<file path="config.mk">
export PLATFORM = sky130hd
export DESIGN_NAME = weight_fetch_master_flat
export DESIGN_NICKNAME = d
export VERILOG_FILES = /design/src/rtl/weight_fetch_master_if.sv /design/src/rtl/weight_fetch_master.sv /design/src/flat_wrapper.sv
export SDC_FILE = /design/constraint.sdc
export NUM_CORES = 1
export LEC_CHECK = 0
export CELL_PAD_IN_SITES_DETAIL_PLACEMENT = 0
export CELL_PAD_IN_SITES_GLOBAL_PLACEMENT = 2
export CORE_ASPECT_RATIO = 1.5
export CORE_MARGIN = 1
export CORE_UTILIZATION = 45
export CTS_CLUSTER_SIZE = 24
export DETAILED_ROUTE_END_ITERATION = 10
export PLACE_DENSITY_LB_ADDON = 0.1
export SYNTH_ARGS = -nofsm -noshare
export SYNTH_HDL_FRONTEND = slang
export SYNTH_SLANG_ARGS = --single-unit
</file>
<file path="constraint.sdc">
create_clock -name clk -period 10.56 [get_ports clk]
set_input_delay 2.112 -clock clk [delete_from_list [all_inputs] [get_ports clk]]
set_output_delay 2.112 -clock clk [all_outputs]
set_load 0.01 [all_outputs]
</file>
<file path="src/rtl/weight_fetch_master_if.sv">
`default_nettype none
// ============================================================================
// Module   : weight_fetch_master_if
// Purpose  : Command, Avalon-MM read master and weight stream signal bundle
// Revision : 1.0  initial release
// ============================================================================
interface weight_fetch_master_if #(
    parameter int ADDR_W = 32
);
    logic              start;
    logic [12:0]       start_index;
    logic [13:0]       word_count;
    logic              busy;
    logic              done;
    logic [ADDR_W-1:0] avm_address;
    logic              avm_read;
    logic              avm_waitrequest;
    logic [31:0]       avm_readdata;
    logic              avm_readdatavalid;
    logic [31:0]       weight_data;
    logic              weight_valid;
    logic              weight_ready;

    modport master (
        input  start, start_index, word_count,
        output busy, done,
        output avm_address, avm_read,
        input  avm_waitrequest, avm_readdata, avm_readdatavalid,
        output weight_data, weight_valid,
        input  weight_ready
    );

    modport slave (
        output start, start_index, word_count,
        input  busy, done,
        input  avm_address, avm_read,
        output avm_waitrequest, avm_readdata, avm_readdatavalid,
        input  weight_data, weight_valid,
        output weight_ready
    );
endinterface
`default_nettype wire

</file>
<file path="src/rtl/weight_fetch_master.sv">
`default_nettype none
// ============================================================================
// Module   : weight_fetch_master
// Purpose  : Pipelined Avalon-MM read master streaming weights through a FIFO
// Revision : 1.0  initial release
// ============================================================================
module weight_fetch_master #(
    parameter int                ADDR_W      = 32,
    parameter logic [ADDR_W-1:0] BASE_ADDR   = '0,
    parameter int                MAX_PENDING = 4,
    parameter int                FIFO_DEPTH  = 8
) (
    input  wire logic             clk,
    input  wire logic             reset,
    weight_fetch_master_if.master bus
);
    localparam int          c_PTR_W    = $clog2(FIFO_DEPTH);
    localparam int          c_CNT_W    = c_PTR_W + 1;
    localparam logic [3:0]  c_MAX_PEND = 4'(MAX_PENDING);

    localparam logic [1:0]  c_IDLE  = 2'd0;
    localparam logic [1:0]  c_ISSUE = 2'd1;
    localparam logic [1:0]  c_DRAIN = 2'd2;

    logic [1:0]         r_state;
    logic [12:0]        r_index;
    logic [13:0]        r_remaining;
    logic [3:0]         r_pending;
    logic               r_busy;
    logic               r_done;
    logic [31:0]        r_mem [FIFO_DEPTH];
    logic [c_PTR_W-1:0] r_wr_ptr;
    logic [c_PTR_W-1:0] r_rd_ptr;
    logic [c_CNT_W-1:0] r_count;

    logic               w_credit_ok;
    logic               w_launch;
    logic               w_accept;
    logic               w_push;
    logic               w_pop;
    logic [ADDR_W-1:0]  w_offset;

    // Outstanding reads plus buffered words never exceed the FIFO, so a push always has room.
    assign w_credit_ok = (32'(r_pending) + 32'(r_count)) < 32'(FIFO_DEPTH);
    assign w_launch    = (r_state == c_ISSUE) && (r_remaining != 14'd0) &&
                         (r_pending < c_MAX_PEND) && w_credit_ok;
    assign w_accept    = w_launch && !bus.avm_waitrequest;
    assign w_push      = bus.avm_readdatavalid && (r_pending != 4'd0);
    assign w_pop       = (r_count != '0) && bus.weight_ready;
    assign w_offset    = ADDR_W'({r_index, 2'b00});

    assign bus.avm_read     = w_launch;
    assign bus.avm_address  = w_launch ? (BASE_ADDR + w_offset) : '0;
    assign bus.weight_valid = (r_count != '0);
    assign bus.weight_data  = (r_count != '0) ? r_mem[r_rd_ptr] : 32'd0;
    assign bus.busy         = r_busy;
    assign bus.done         = r_done;

    always_ff @(posedge clk or posedge reset) begin
        if (reset) begin
            r_state     <= c_IDLE;
            r_index     <= '0;
            r_remaining <= '0;
            r_busy      <= 1'b0;
            r_done      <= 1'b0;
        end else begin
            r_done <= 1'b0;
            case (r_state)
                c_IDLE: begin
                    if (bus.start) begin
                        if (bus.word_count != 14'd0) begin
                            r_index     <= bus.start_index;
                            r_remaining <= bus.word_count;
                            r_busy      <= 1'b1;
                            r_state     <= c_ISSUE;
                        end else begin
                            r_done <= 1'b1;
                        end
                    end
                end
                c_ISSUE: begin
                    if (w_accept) begin
                        r_index     <= r_index + 13'd1;
                        r_remaining <= r_remaining - 14'd1;
                        if (r_remaining == 14'd1) begin
                            r_state <= c_DRAIN;
                        end
                    end
                end
                c_DRAIN: begin
                    if ((r_pending == 4'd0) && (r_count == '0)) begin
                        r_done  <= 1'b1;
                        r_busy  <= 1'b0;
                        r_state <= c_IDLE;
                    end
                end
                default: r_state <= c_IDLE;
            endcase
        end
    end

    always_ff @(posedge clk or posedge reset) begin
        if (reset) begin
            r_pending <= '0;
        end else begin
            case ({w_accept, w_push})
                2'b10:   r_pending <= r_pending + 4'd1;
                2'b01:   r_pending <= r_pending - 4'd1;
                default: r_pending <= r_pending;
            endcase
        end
    end

    always_ff @(posedge clk or posedge reset) begin
        if (reset) begin
            r_wr_ptr <= '0;
            r_rd_ptr <= '0;
            r_count  <= '0;
        end else begin
            if (w_push) begin
                r_wr_ptr <= r_wr_ptr + c_PTR_W'(1);
            end
            if (w_pop) begin
                r_rd_ptr <= r_rd_ptr + c_PTR_W'(1);
            end
            case ({w_push, w_pop})
                2'b10:   r_count <= r_count + c_CNT_W'(1);
                2'b01:   r_count <= r_count - c_CNT_W'(1);
                default: r_count <= r_count;
            endcase
        end
    end

    // Storage needs no reset: the read side is gated by r_count.
    always_ff @(posedge clk) begin
        if (w_push) begin
            r_mem[r_wr_ptr] <= bus.avm_readdata;
        end
    end
endmodule
`default_nettype wire

</file>
<file path="src/flat_wrapper.sv">
// flat-port wrapper written by rule: the top's interface ports become plain ports
module weight_fetch_master_flat 
#(
    parameter int                ADDR_W      = 32,
    parameter logic [ADDR_W-1:0] BASE_ADDR   = '0,
    parameter int                MAX_PENDING = 4,
    parameter int                FIFO_DEPTH  = 8
)
  (clk, reset, bus_start, bus_start_index, bus_word_count, bus_busy, bus_done, bus_avm_address, bus_avm_read, bus_avm_waitrequest, bus_avm_readdata, bus_avm_readdatavalid, bus_weight_data, bus_weight_valid, bus_weight_ready);
  weight_fetch_master_if #(.ADDR_W(ADDR_W)) bus_i ();
  input  wire logic clk;
  input  wire logic reset;
  input wire logic [$bits(bus_i.start)-1:0] bus_start;
  input wire logic [$bits(bus_i.start_index)-1:0] bus_start_index;
  input wire logic [$bits(bus_i.word_count)-1:0] bus_word_count;
  output wire logic [$bits(bus_i.busy)-1:0] bus_busy;
  output wire logic [$bits(bus_i.done)-1:0] bus_done;
  output wire logic [$bits(bus_i.avm_address)-1:0] bus_avm_address;
  output wire logic [$bits(bus_i.avm_read)-1:0] bus_avm_read;
  input wire logic [$bits(bus_i.avm_waitrequest)-1:0] bus_avm_waitrequest;
  input wire logic [$bits(bus_i.avm_readdata)-1:0] bus_avm_readdata;
  input wire logic [$bits(bus_i.avm_readdatavalid)-1:0] bus_avm_readdatavalid;
  output wire logic [$bits(bus_i.weight_data)-1:0] bus_weight_data;
  output wire logic [$bits(bus_i.weight_valid)-1:0] bus_weight_valid;
  input wire logic [$bits(bus_i.weight_ready)-1:0] bus_weight_ready;
  assign bus_i.start = bus_start;
  assign bus_i.start_index = bus_start_index;
  assign bus_i.word_count = bus_word_count;
  assign bus_busy = bus_i.busy;
  assign bus_done = bus_i.done;
  assign bus_avm_address = bus_i.avm_address;
  assign bus_avm_read = bus_i.avm_read;
  assign bus_i.avm_waitrequest = bus_avm_waitrequest;
  assign bus_i.avm_readdata = bus_avm_readdata;
  assign bus_i.avm_readdatavalid = bus_avm_readdatavalid;
  assign bus_weight_data = bus_i.weight_data;
  assign bus_weight_valid = bus_i.weight_valid;
  assign bus_i.weight_ready = bus_weight_ready;
  weight_fetch_master #(.ADDR_W(ADDR_W), .BASE_ADDR(BASE_ADDR), .MAX_PENDING(MAX_PENDING), .FIFO_DEPTH(FIFO_DEPTH)) u_core (.clk(clk), .reset(reset), .bus(bus_i));
endmodule
</file>
==> results of run 1 <==
[cell usage in the layout, fill, tap and decap left out, drive strengths merged, types with 14 or more instances in the layout]
master	synthesis	layout
clkdlybuf4s50	0	113
mux4	64	64
clkbuf	21	34
conb	1	19
mux2i	37	37
nor2	66	66
dfrtp	45	45
nor3	15	15
edfxtp	256	256
nand2	22	22
ha	14	14
[Yosys cell counts, types with 6 or more instances]
cell type / instances / area (sq um)
a21oi_1: 12 / 60.1
mux2i_1: 37 / 370
mux4_2: 64 / 1440
nor2_1: 65 / 244
clkbuf_1: 21 / 78.8
ha_1: 14 / 175
o311ai_1: 7 / 61.3
inv_1: 12 / 45.0
nand4_1: 6 / 37.5
or4_1: 6 / 45.0
nand2_1: 22 / 82.6
buf_4: 21 / 158
buf_2: 7 / 35.0
xor2_1: 7 / 61.3
nor4_1: 9 / 56.3
dfrtp_1: 45 / 1130
nor3_1: 14 / 70.1
nand3_1: 9 / 45.0
o21ai_0: 8 / 40.0
and2_1: 12 / 75.1
edfxtp_1: 256 / 7690
[registers in the layout, indices dropped and copies added (netlist names)]
signal	flops
u_core.bus.busy	1
u_core.bus.done	1
u_core.r_count	4
u_core.r_index	13
u_core.r_mem	256
u_core.r_pending	4
u_core.r_rd_ptr	3
u_core.r_remaining	14
u_core.r_state	2
u_core.r_wr_ptr	3
[metal layers]
layer | part of all wire | routed length [um] | GRT usage
met3 | 0.049 | 1370 | 0.0274
met4 | 0.020 | 564 | 0.0586
met5 | 0.00039 | 11 | 0
met2 | 0.55 | 15400 | 0.376
met1 | 0.38 | 10500 | 0.227
[critical path: cells and delay by family (launching register included)]
family	cells	cell delay [ns]
simple gates	1	0.07
buf+inv	2	1.27
flops	1	0.77
mux	2	0.85
[logic make-up after synthesis]
logic type	count (synthesis)	synth area share
AND/OR/NAND/NOR	172	0.0716
multiplexers	103	0.144
XOR/XNOR	12	0.00825
flip-flops	301	0.692
AO/OA/AOI/OAI	69	0.0388
adder cells (fa/ha/maj)	15	0.0153
other	1	0.000294
buffers and inverters	70	0.0300
[area by class of cell]
class | instances | share of cell area
Multi-Input combinational cell | 390 | 0.243
Sequential cell | 301 | 0.583
Clock inverter | 16 | 0.0107
Tap cell | 346 | 0.0286
Clock buffer | 34 | 0.0492
Timing Repair Buffer | 126 | 0.0813
Inverter | 13 | 0.00356
[through the flow]
step / cell area [sq um] / std cells
global route: 15100 / 1226
detailed placement: 14200 / 1176
finish: 15100 / 1226
floorplan: 12800 / 761
global placement: 14200 / 1176
CTS: 15100 / 1226
[power breakdown]
group          internal [mW]  leakage, nW  switching [mW]
logic                  0.724         1.86           0.739
registers               1.52         2.85           0.151
clock network          0.574        0.434           0.417
total                   2.82         5.14            1.31
[worst min-delay path by stage]
stage,startpoint,to,cells after the start
after detailed placement,u_core.r_remaining[13],u_core.r_remaining[13],1
after floorplan,u_core.r_remaining[10],u_core.r_remaining[10],1
after global routing,u_core.r_remaining[13],u_core.r_remaining[13],1
after global placement,u_core.r_remaining[13],u_core.r_remaining[13],1
after CTS,u_core.r_remaining[13],u_core.r_remaining[13],1
final,u_core.r_remaining[13],u_core.r_remaining[13],1
==> impl_results.md, run 1 <==
* Status: finished, final reports clean
* Number of global-route vias before repair at 7,563
* Pwr per Cell Area at 273 nW/um^2
* CP Launch Point: u_core.r_rd_ptr[0]
* NumNets Final at 940
* Slowest library cell on the worst path: dfrtp_4
* Slew HR at 0.148
* Worst R2R Start: u_core.r_count[3]
* Worst VDD drop at 172 uV
* Clock sinks at 301
* Tot Pwr at 4.13 mW
* Synth cell types at 63
* Site Rows at 75
* I/O Buffers at 113
* CP cell instances: buf_4 -> mux4_2 -> mux2i_1 -> nor2_1 -> clkdlybuf4s50_1
* Vias per inst at 5.70
* Clock latency at the later pin of the worst-skew pair at 0.54 ns
* Max_cap viols at 0
* Hold Path Class: register to register
* Post-synth EDFFs at 256
* CTS clk-pin slew, worst paths at 0.06 ns
* FILL cells at 2,205
* 1st-iter DRT viols at 384
* Cts hold-fix bufs at 0
* Drt drc at 0
* Gr usage total at 0.197
* Sequential element share of the synthesized area at 0.692
* CTS Root Cell: clkbuf_16
* Postcts setup bufs at 0
* Vias at 6,989
* Starting density of the core at 0.457
* Routed WL at 27.9 mm
* Seq cells post-synth at 301
* Fin crit period at 5.65 ns
* Layout cells sized above 1 at 0.159
* Hold WS at 0.516 ns
* Detailed Place HPWL at 16.5 mm
* Max frequency at 177 MHz
* Worst Path Required at 8.45 ns
* Layout Area Growth over Synthesis at 18.7%
* Avg Cell Area, Syn at 17.1 sq um
* Die Wd at 139 um
* Reg2reg setup slack at 6.95 ns
* Worst path max stage delay at 0.77 ns
* Clock Path Buffers at 3
* Nature of the critical path endpoint: output pin
* CP arrival at 3.53 ns
* GR Overflow Total at 0
* CP Capture Point: bus_weight_data[28]
* First-pass GRT wire length at 43.3 mm
* Multi-input logic area at 3680 sq um
* PnR worst setup slack at 4.91 ns
* Num CTS Buffers at 28
* P_leak at 5.14 nW
* FFs w/ async S/R, synth at 0.150
* DR pass1 iterations at 5
* GPL Wtd Cong at 0.834
* Die ar. at 29,000 sq um
* Primary FF master, synth: edfxtp_1
* Max FO, Critical Path at 42
* Final Core Density at 0.542
* Slew @ Worst Pin at 1.28 ns
* Final hold viol count at 0
* CP startpoint kind: register
* Sequential Area at 8820 sq um
* Core area at 27,900 sq um
* Slew Limit Fails at 0
* Setup TNS at 0 ns
* Routed Antenna Nets at 0
* Total of warnings raised by yosys at 0
* Worst Skew at 0.0131 ns
* I/O pins at 133
* Largest net degree at the start of global routing at 67
* Resized Gates After CTS at 0
* Syn Std Cell Area at 12,700 sq um
* CP Class: register to output pin
* H-tree depth at 1
* Gate Count Post-Synth at 743
* R2R cell count at 12
* Dpl ws at 5.37 ns
* DIE HEIGHT at 208 um
* Worst r2r dst: u_core.r_pending[2]
* CTS tree: yes
* ANT cells at 0
* Final Cycle Share at 0.535
* RSZ-0062 raised after global routing: no
* Finish-stage setup viols at 0
* Avg WL per Cell at 22.7 um
* Initial antenna violation count at 1
Note: power is estimated with default switching activity, not from simulation.
==> run 2, diff against run 1 <==
--- a/config.mk
+++ b/config.mk
@@ -9,7 +9,7 @@
 export CELL_PAD_IN_SITES_GLOBAL_PLACEMENT = 2
 export CORE_ASPECT_RATIO = 1.5
 export CORE_MARGIN = 1
-export CORE_UTILIZATION = 45
+export CORE_UTILIZATION = 42
 export CTS_CLUSTER_SIZE = 24
 export DETAILED_ROUTE_END_ITERATION = 10
 export PLACE_DENSITY_LB_ADDON = 0.1
==> constraint.sdc (replaced) <==
create_clock -name clk -period 5.2 [get_ports clk]
set_input_delay 1.04 -clock clk [delete_from_list [all_inputs] [get_ports clk]]
set_output_delay 1.04 -clock clk [all_outputs]
set_load 0.01 [all_outputs]
==> run 2 against run 1 <==
Net effect:
- utilization shrank 2.8 points
- routed wire length grew 1.8%
- first-iteration DRC count shrank 8.3%
- sequential cell count is the same
- critical path type unchanged
- sequential share of layout area shrank 0.59 points
- clock skew shrank 0.0030 ns
- sequential power grew 100%
- cell area grew 1.0%
- power grew 100%
- die area grew 7.1%
- worst hold slack gained 0.0078 ns
==> impl_results.md, run 2 (same netlist as run 1, synthesis figures left out) <==
* Core area at 29,700 sq um (+6.5%)
* CTS Root Cell: clkbuf_16
* Slew HR at 0.365 (+0.217)
* Routed WL at 28.4 mm (+1.8%)
* I/O Buffers at 113 (unchanged)
* Die Wd at 144 um (+3.5%)
* Vias per inst at 5.46 (-4.2%)
* Largest net degree at the start of global routing at 55 (-18%)
* Fin cells at 1,287 (+5.0%)
* Detailed Place HPWL at 17.8 mm (+7.8%)
* 1st-iter DRT viols at 352 (-8.3%)
* Worst VDD drop at 317 uV (+84%)
* Pwr per Cell Area at 554 nW/um^2 (+100%)
* First-pass GRT wire length at 43.8 mm (+1.1%)
* RSZ-0062 raised after global routing: no
* Initial antenna violation count at 0 (-1)
* Fin crit period at 4.30 ns
* Tot Pwr at 8.46 mW (+100%)
* ANT cells at 0 (unchanged)
* Final Cycle Share at 0.827
* Finish-stage setup viols at 0 (unchanged)
* GR Overflow Total at 0 (unchanged)
* Clock Path Buffers at 3 (unchanged)
* Status: finished, final reports clean
* CP startpoint kind: register
* Cell area after layout at 15,300 sq um (+1.0%)
* Resized Gates After CTS at 0 (unchanged)
* Placed Cells at 1,234 (+4.9%)
* GPL Wtd Cong at 0.784 (-6.1%)
* Avg WL per Cell at 22.1 um (-3.0%)
* Gr usage total at 0.191 (-0.00677)
* Layout Area Growth over Synthesis at 19.9%
* Layout cells sized above 1 at 0.169 (+0.0102)
* Worst Path Required at 4.16 ns (-4.29 ns)
* Clock latency at the later pin of the worst-skew pair at 0.55 ns (about the same)
* Largest Register: u_core.r_mem
* Largest regs: u_core.r_mem (256), u_core.r_remaining (14), u_core.r_index (13)
* Max FO, Critical Path at 11 (-74%)
* CP Class: register to output pin
* Max_cap viols at 0 (unchanged)
* Vias at 7,029 (+0.57%)
* I/O pins at 133 (unchanged)
* Max reg flops at 256 (unchanged)
* Hold Path Class: register to register
* Max frequency at 233 MHz
* Postcts setup bufs at 0 (unchanged)
* Slew @ Worst Pin at 0.953 ns (-0.322 ns)
* Routed Antenna Nets at 0 (unchanged)
* Nature of the critical path endpoint: output pin
* NumNets Final at 950 (+1.1%)
* P_leak at 5.20 nW (+1.2%)
* Num CTS Buffers at 29 (+3.6%)
* Slew Limit Fails at 0 (unchanged)
* Most frequent cells in the layout: 256 x edfxtp_1, 113 x clkdlybuf4s50_1, 64 x mux4_2, 59 x nor2_1, 42 x dfrtp_1
* DR pass1 iterations at 5 (unchanged)
* FILL cells at 2,518 (+14%)
* PnR worst setup slack at 0.901 ns (-4.01 ns)
* Dpl ws at 1.45 ns (-3.92 ns)
* CTS clk-pin slew, worst paths at 0.07 ns (about the same)
* Final hold viol count at 0 (unchanged)
* Die ar. at 31,000 sq um (+7.1%)
* Number of global-route vias before repair at 7,577 (+0.19%)
* CP arrival at 3.26 ns (-0.27 ns)
* H-tree depth at 1 (unchanged)
* DP Area at 14,400 sq um (+0.99%)
* Worst Skew at 0.0101 ns (-0.00300 ns)
* DIE HEIGHT at 215 um (+3.5%)
* Starting density of the core at 0.429 (-0.0278)
* Site Rows at 77 (+2.7%)
* Drt drc at 0 (unchanged)
* Commonest non-fill, non-tap cell in the layout: edfxtp_1
* Clock sinks at 301 (unchanged)
* Cts hold-fix bufs at 0 (unchanged)
* CTS tree: yes
* Setup TNS at 0 ns (unchanged)
## run 2: path summary, 6_finish.rpt
| path | start | end | slack, ns | depth (start not counted) |
|---|---|---|---|---|
| setup / recovery | u_core.r_remaining[1] | bus_avm_address[11] | 0.90 | 7 |
| hold / removal | u_core.r_remaining[10] | u_core.r_remaining[10] | 0.52 | 1 |
| setup reg to reg | u_core.r_remaining[1] | u_core.r_pending[3] | 1.76 | 12 |
| hold reg to reg | u_core.r_remaining[10] | u_core.r_remaining[10] | 0.52 | 1 |
| max in group asynchronous | reset | u_core.r_rd_ptr[0] | 3.78 | 3 |
| min in group asynchronous | reset | u_core.r_index[12] | 0.95 | 3 |
## run 2: per-layer routing
layer  track usage  vias up  part of all wire
met3        0.0256       54             0.048
li1              -     3176                 -
met2         0.347      187              0.54
met1         0.223     3612              0.38
met5             0        -                 0
met4        0.0761        0             0.034
## run 2: metrics by stage
step | hold WS (ns) | util
detailed placement | 0.500 | 0.484
CTS | 0.519 | 0.515
finish | 0.524 | 0.515
floorplan | 0.471 | -
global route | 0.557 | 0.515
global placement | 0.491 | 0.484
## run 2: report_power, final
group / leakage [nW] / switching (mW) / internal, mW / total [mW]
logic: 1.90 / 1.48 / 1.50 / 2.98
clock network: 0.448 / 0.878 / 1.17 / 2.05
registers: 2.85 / 0.335 / 3.09 / 3.42
## run 2: cell type report
| type | instances | area (sq um) | area share |
|---|---|---|---|
| sequential | 301 | 8820 | 0.578 |
| tap | 395 | 494 | 0.0324 |
| inverter | 13 | 53.8 | 0.00352 |
| clock inverter | 18 | 171 | 0.0112 |
| timing repair buffer | 135 | 1310 | 0.0857 |
| clock buffer | 35 | 748 | 0.0490 |
| multi-input combinational | 390 | 3680 | 0.241 |
## run 2: worst max-delay path, cell delays in order (launching register included)
cell             delay [ns]
dfrtp_1                0.40
inv_1                  0.11
ha_1                   0.21
or3b_1                 0.52
nor4_4                 0.48
nor2_1                 0.28
and2_1                 0.24
clkdlybuf4s50_1        0.47
==> run 3, diff against run 2 <==
==> constraint.sdc (replaced) <==
create_clock -name clk -period 4.19 [get_ports clk]
set_input_delay 0.838 -clock clk [delete_from_list [all_inputs] [get_ports clk]]
set_output_delay 0.838 -clock clk [all_outputs]
set_load 0.01 [all_outputs]
==> run 3 against run 2 <==
Net effect:
- power is 26% higher
- global-route usage increased by 0.49 points
- via count up 0.17%
- sequential share of layout area is 0.45 points lower
- register-to-register slack got worse by 0.95 ns
- critical path type unchanged
- largest cell class unchanged
- largest power group unchanged
- highest routed layer unchanged
==> impl_results.md, run 3 (same netlist as run 1, synthesis figures left out) <==
* Detailed Place HPWL at 18.0 mm (+1.1%)
* Vias per inst at 5.48 (+0.25%)
* Slowest library cell on the worst path: nor2_1
* Routed WL at 28.9 mm (+1.8%)
* Fin crit period at 3.98 ns
* ANT cells at 0 (unchanged)
* GR Overflow Total at 0 (unchanged)
* Cts hold-fix bufs at 0 (unchanged)
* GRT met2 Usage at 0.358 (+0.0111)
* Number of global-route vias before repair at 7,560 (-0.22%)
* CP arrival at 3.15 ns (-0.11 ns)
* Switch share at 0.313 (-0.00606)
* Cell area after layout at 15,400 sq um (+0.79%)
* Reg2reg setup slack at 0.81 ns (-0.95 ns)
* Die Wd at 144 um (unchanged)
* Largest regs: u_core.r_mem (256), u_core.r_remaining (14), u_core.r_index (13)
* Tot Pwr at 10.7 mW (+26%)
* I/O pins at 133 (unchanged)
* Slew HR at 0.284 (-0.0802)
* Worst path max stage delay at 0.59 ns (+0.07 ns)
* DP Area at 14,400 sq um (+0.30%)
* Clock Path Buffers at 3 (unchanged)
* Avg WL per Cell at 22.5 um (+1.9%)
* 1st-iter DRT viols at 335 (-4.8%)
* Most frequent cells in the layout: 256 x edfxtp_1, 113 x clkdlybuf4s50_1, 64 x mux4_2, 59 x nor2_1, 42 x dfrtp_1
* First-pass GRT wire length at 44.7 mm (+2.0%)
* Resized Gates After CTS at 0 (unchanged)
* DIE HEIGHT at 215 um (unchanged)
* Seq pwr share at 0.407 (+0.002)
* Switching pwr at 3.35 mW (+24%)
* CP Class: register to output pin
* CP startpoint kind: register
* Commonest non-fill, non-tap cell in the layout: edfxtp_1
* Status: finished, final reports clean
* Largest net degree at the start of global routing at 46 (-16%)
* P_leak at 5.25 nW (+0.90%)
* GRT met1 Usage at 0.231 (+0.00740)
* RSZ-0062 raised after global routing: no
* Gr usage total at 0.196 (+0.00494)
* Num CTS Buffers at 29 (unchanged)
* DR pass1 iterations at 4 (-1)
* Slew @ Worst Pin at 1.07 ns (+0.120 ns)
* Combinational Power Share at 0.340 (-0.013)
* Slew Limit Fails at 0 (unchanged)
* Site Rows at 77 (unchanged)
* Postcts setup bufs at 0 (unchanged)
* Starting density of the core at 0.429 (unchanged)
* Max reg flops at 256 (unchanged)
* Max FO, Critical Path at 11 (unchanged)
* GPL Wtd Cong at 0.772 (-1.5%)
* Layout cells sized above 1 at 0.171 (+0.00131)
* Max frequency at 251 MHz
* M3 GR Usage at 0.0270 (+0.00134)
* Setup TNS at 0 ns (unchanged)
* Worst Skew at 0.00621 ns (-0.00392 ns)
* Vias at 7,041 (+0.17%)
* NumNets Final at 949 (-0.11%)
* Clock network power share at 0.253 (+0.010)
* Grt peak-use layer: met2
* CTS clk-pin slew, worst paths at 0.06 ns (about the same)
* H-tree depth at 1 (unchanged)
* I/O Buffers at 113 (unchanged)
* Core area at 29,700 sq um (unchanged)
* CP cell instances: ha_1 -> nor3_1 -> nand4_1 -> nor2_1 -> and2_1 -> clkdlybuf4s50_1
* Max_cap viols at 0 (unchanged)
* Pwr per Cell Area at 695 nW/um^2 (+25%)
* Final hold viol count at 0 (unchanged)
* Die ar. at 31,000 sq um (unchanged)
* CTS Root Cell: clkbuf_16
* Largest Register: u_core.r_mem
* Initial antenna violation count at 0 (unchanged)
* Internal power at 7.35 mW (+28%)
* Routed Antenna Nets at 0 (unchanged)
* Drt drc at 0 (unchanged)
* Worst VDD drop at 474 uV (+50%)
* Final Cycle Share at 0.951
* CTS tree: yes
* Worst Path Required at 3.35 ns (-0.81 ns)
* Nature of the critical path endpoint: output pin
* Finish-stage setup viols at 0 (unchanged)
* Hold Path Class: register to register
* Clock latency at the later pin of the worst-skew pair at 0.55 ns (about the same)
* Layout Area Growth over Synthesis at 20.8%
* Clock sinks at 301 (unchanged)
run 3: changes by cell type in the layout (fill, tap and decap cells not counted), sizes merged:
cell / change
inv: -2
buf: -1
bufinv: +1
clkbuf: +5
clkinvlp: -1
clkinv: -3
run 3: critical path: cells and delay by family, from the launching register on:
| kind | cells | cell delay (ns) |
|---|---|---|
| DFF | 1 | 0.43 |
| adders and majority gates | 1 | 0.31 |
| and+or+nand+nor | 4 | 1.32 |
| buffers and inverters | 1 | 0.53 |
run 3: layout make-up:
type / count / area, sq um
repair buffers: 134 / 1350
inverters: 13 / 53.8
clock buffers: 40 / 827
well taps: 395 / 494
flip-flops and latches: 301 / 8820
multi-input cells: 390 / 3680
fillers: 2535 / 14300
clock inverters: 13 / 170
run 3: power groups by stage:
| stage | Clock [mW] | Sequential, mW | Combinational, mW |
|---|---|---|---|
| finish | 2.70 | 4.35 | 3.64 |
| global route | 2.88 | 4.44 | 3.96 |
| CTS | 2.78 | 4.36 | 3.74 |
| detailed placement | 0 | 4.42 | 3.72 |
| global placement | 0 | 4.39 | 3.68 |
| floorplan | 0 | 4.10 | 2.41 |
run 3: layer usage:
metal	part of all wire	vias up
met1	0.38	3637
li1	-	3184
met2	0.54	175
met3	0.046	45
met4	0.027	0
met5	0	-
run 3: through the flow:
| step | worst slack, ns | cells | util | hold slack (ns) |
|---|---|---|---|---|
| floorplan | 0.319 | 761 | - | 0.471 |
| global placement | 0.756 | 1233 | 0.485 | 0.488 |
| detailed placement | 0.689 | 1233 | 0.485 | 0.495 |
| CTS | 0.0885 | 1286 | 0.519 | 0.515 |
| global route | 0.00146 | 1286 | 0.519 | 0.551 |
| finish | 0.206 | 1286 | 0.519 | 0.522 |
run 3: path summary, 6_finish.rpt:
check | startpoint | endpoint | depth (start not counted)
hold reg to reg | u_core.r_remaining[10] | u_core.r_remaining[10] | 1
max in group asynchronous | reset | u_core.r_rd_ptr[0] | 3
setup / recovery | u_core.r_count[3] | bus_avm_address[4] | 6
hold / removal | u_core.r_remaining[10] | u_core.r_remaining[10] | 1
setup reg to reg | u_core.r_remaining[4] | u_core.r_pending[3] | 10
min in group asynchronous | reset | u_core.r_count[2] | 3
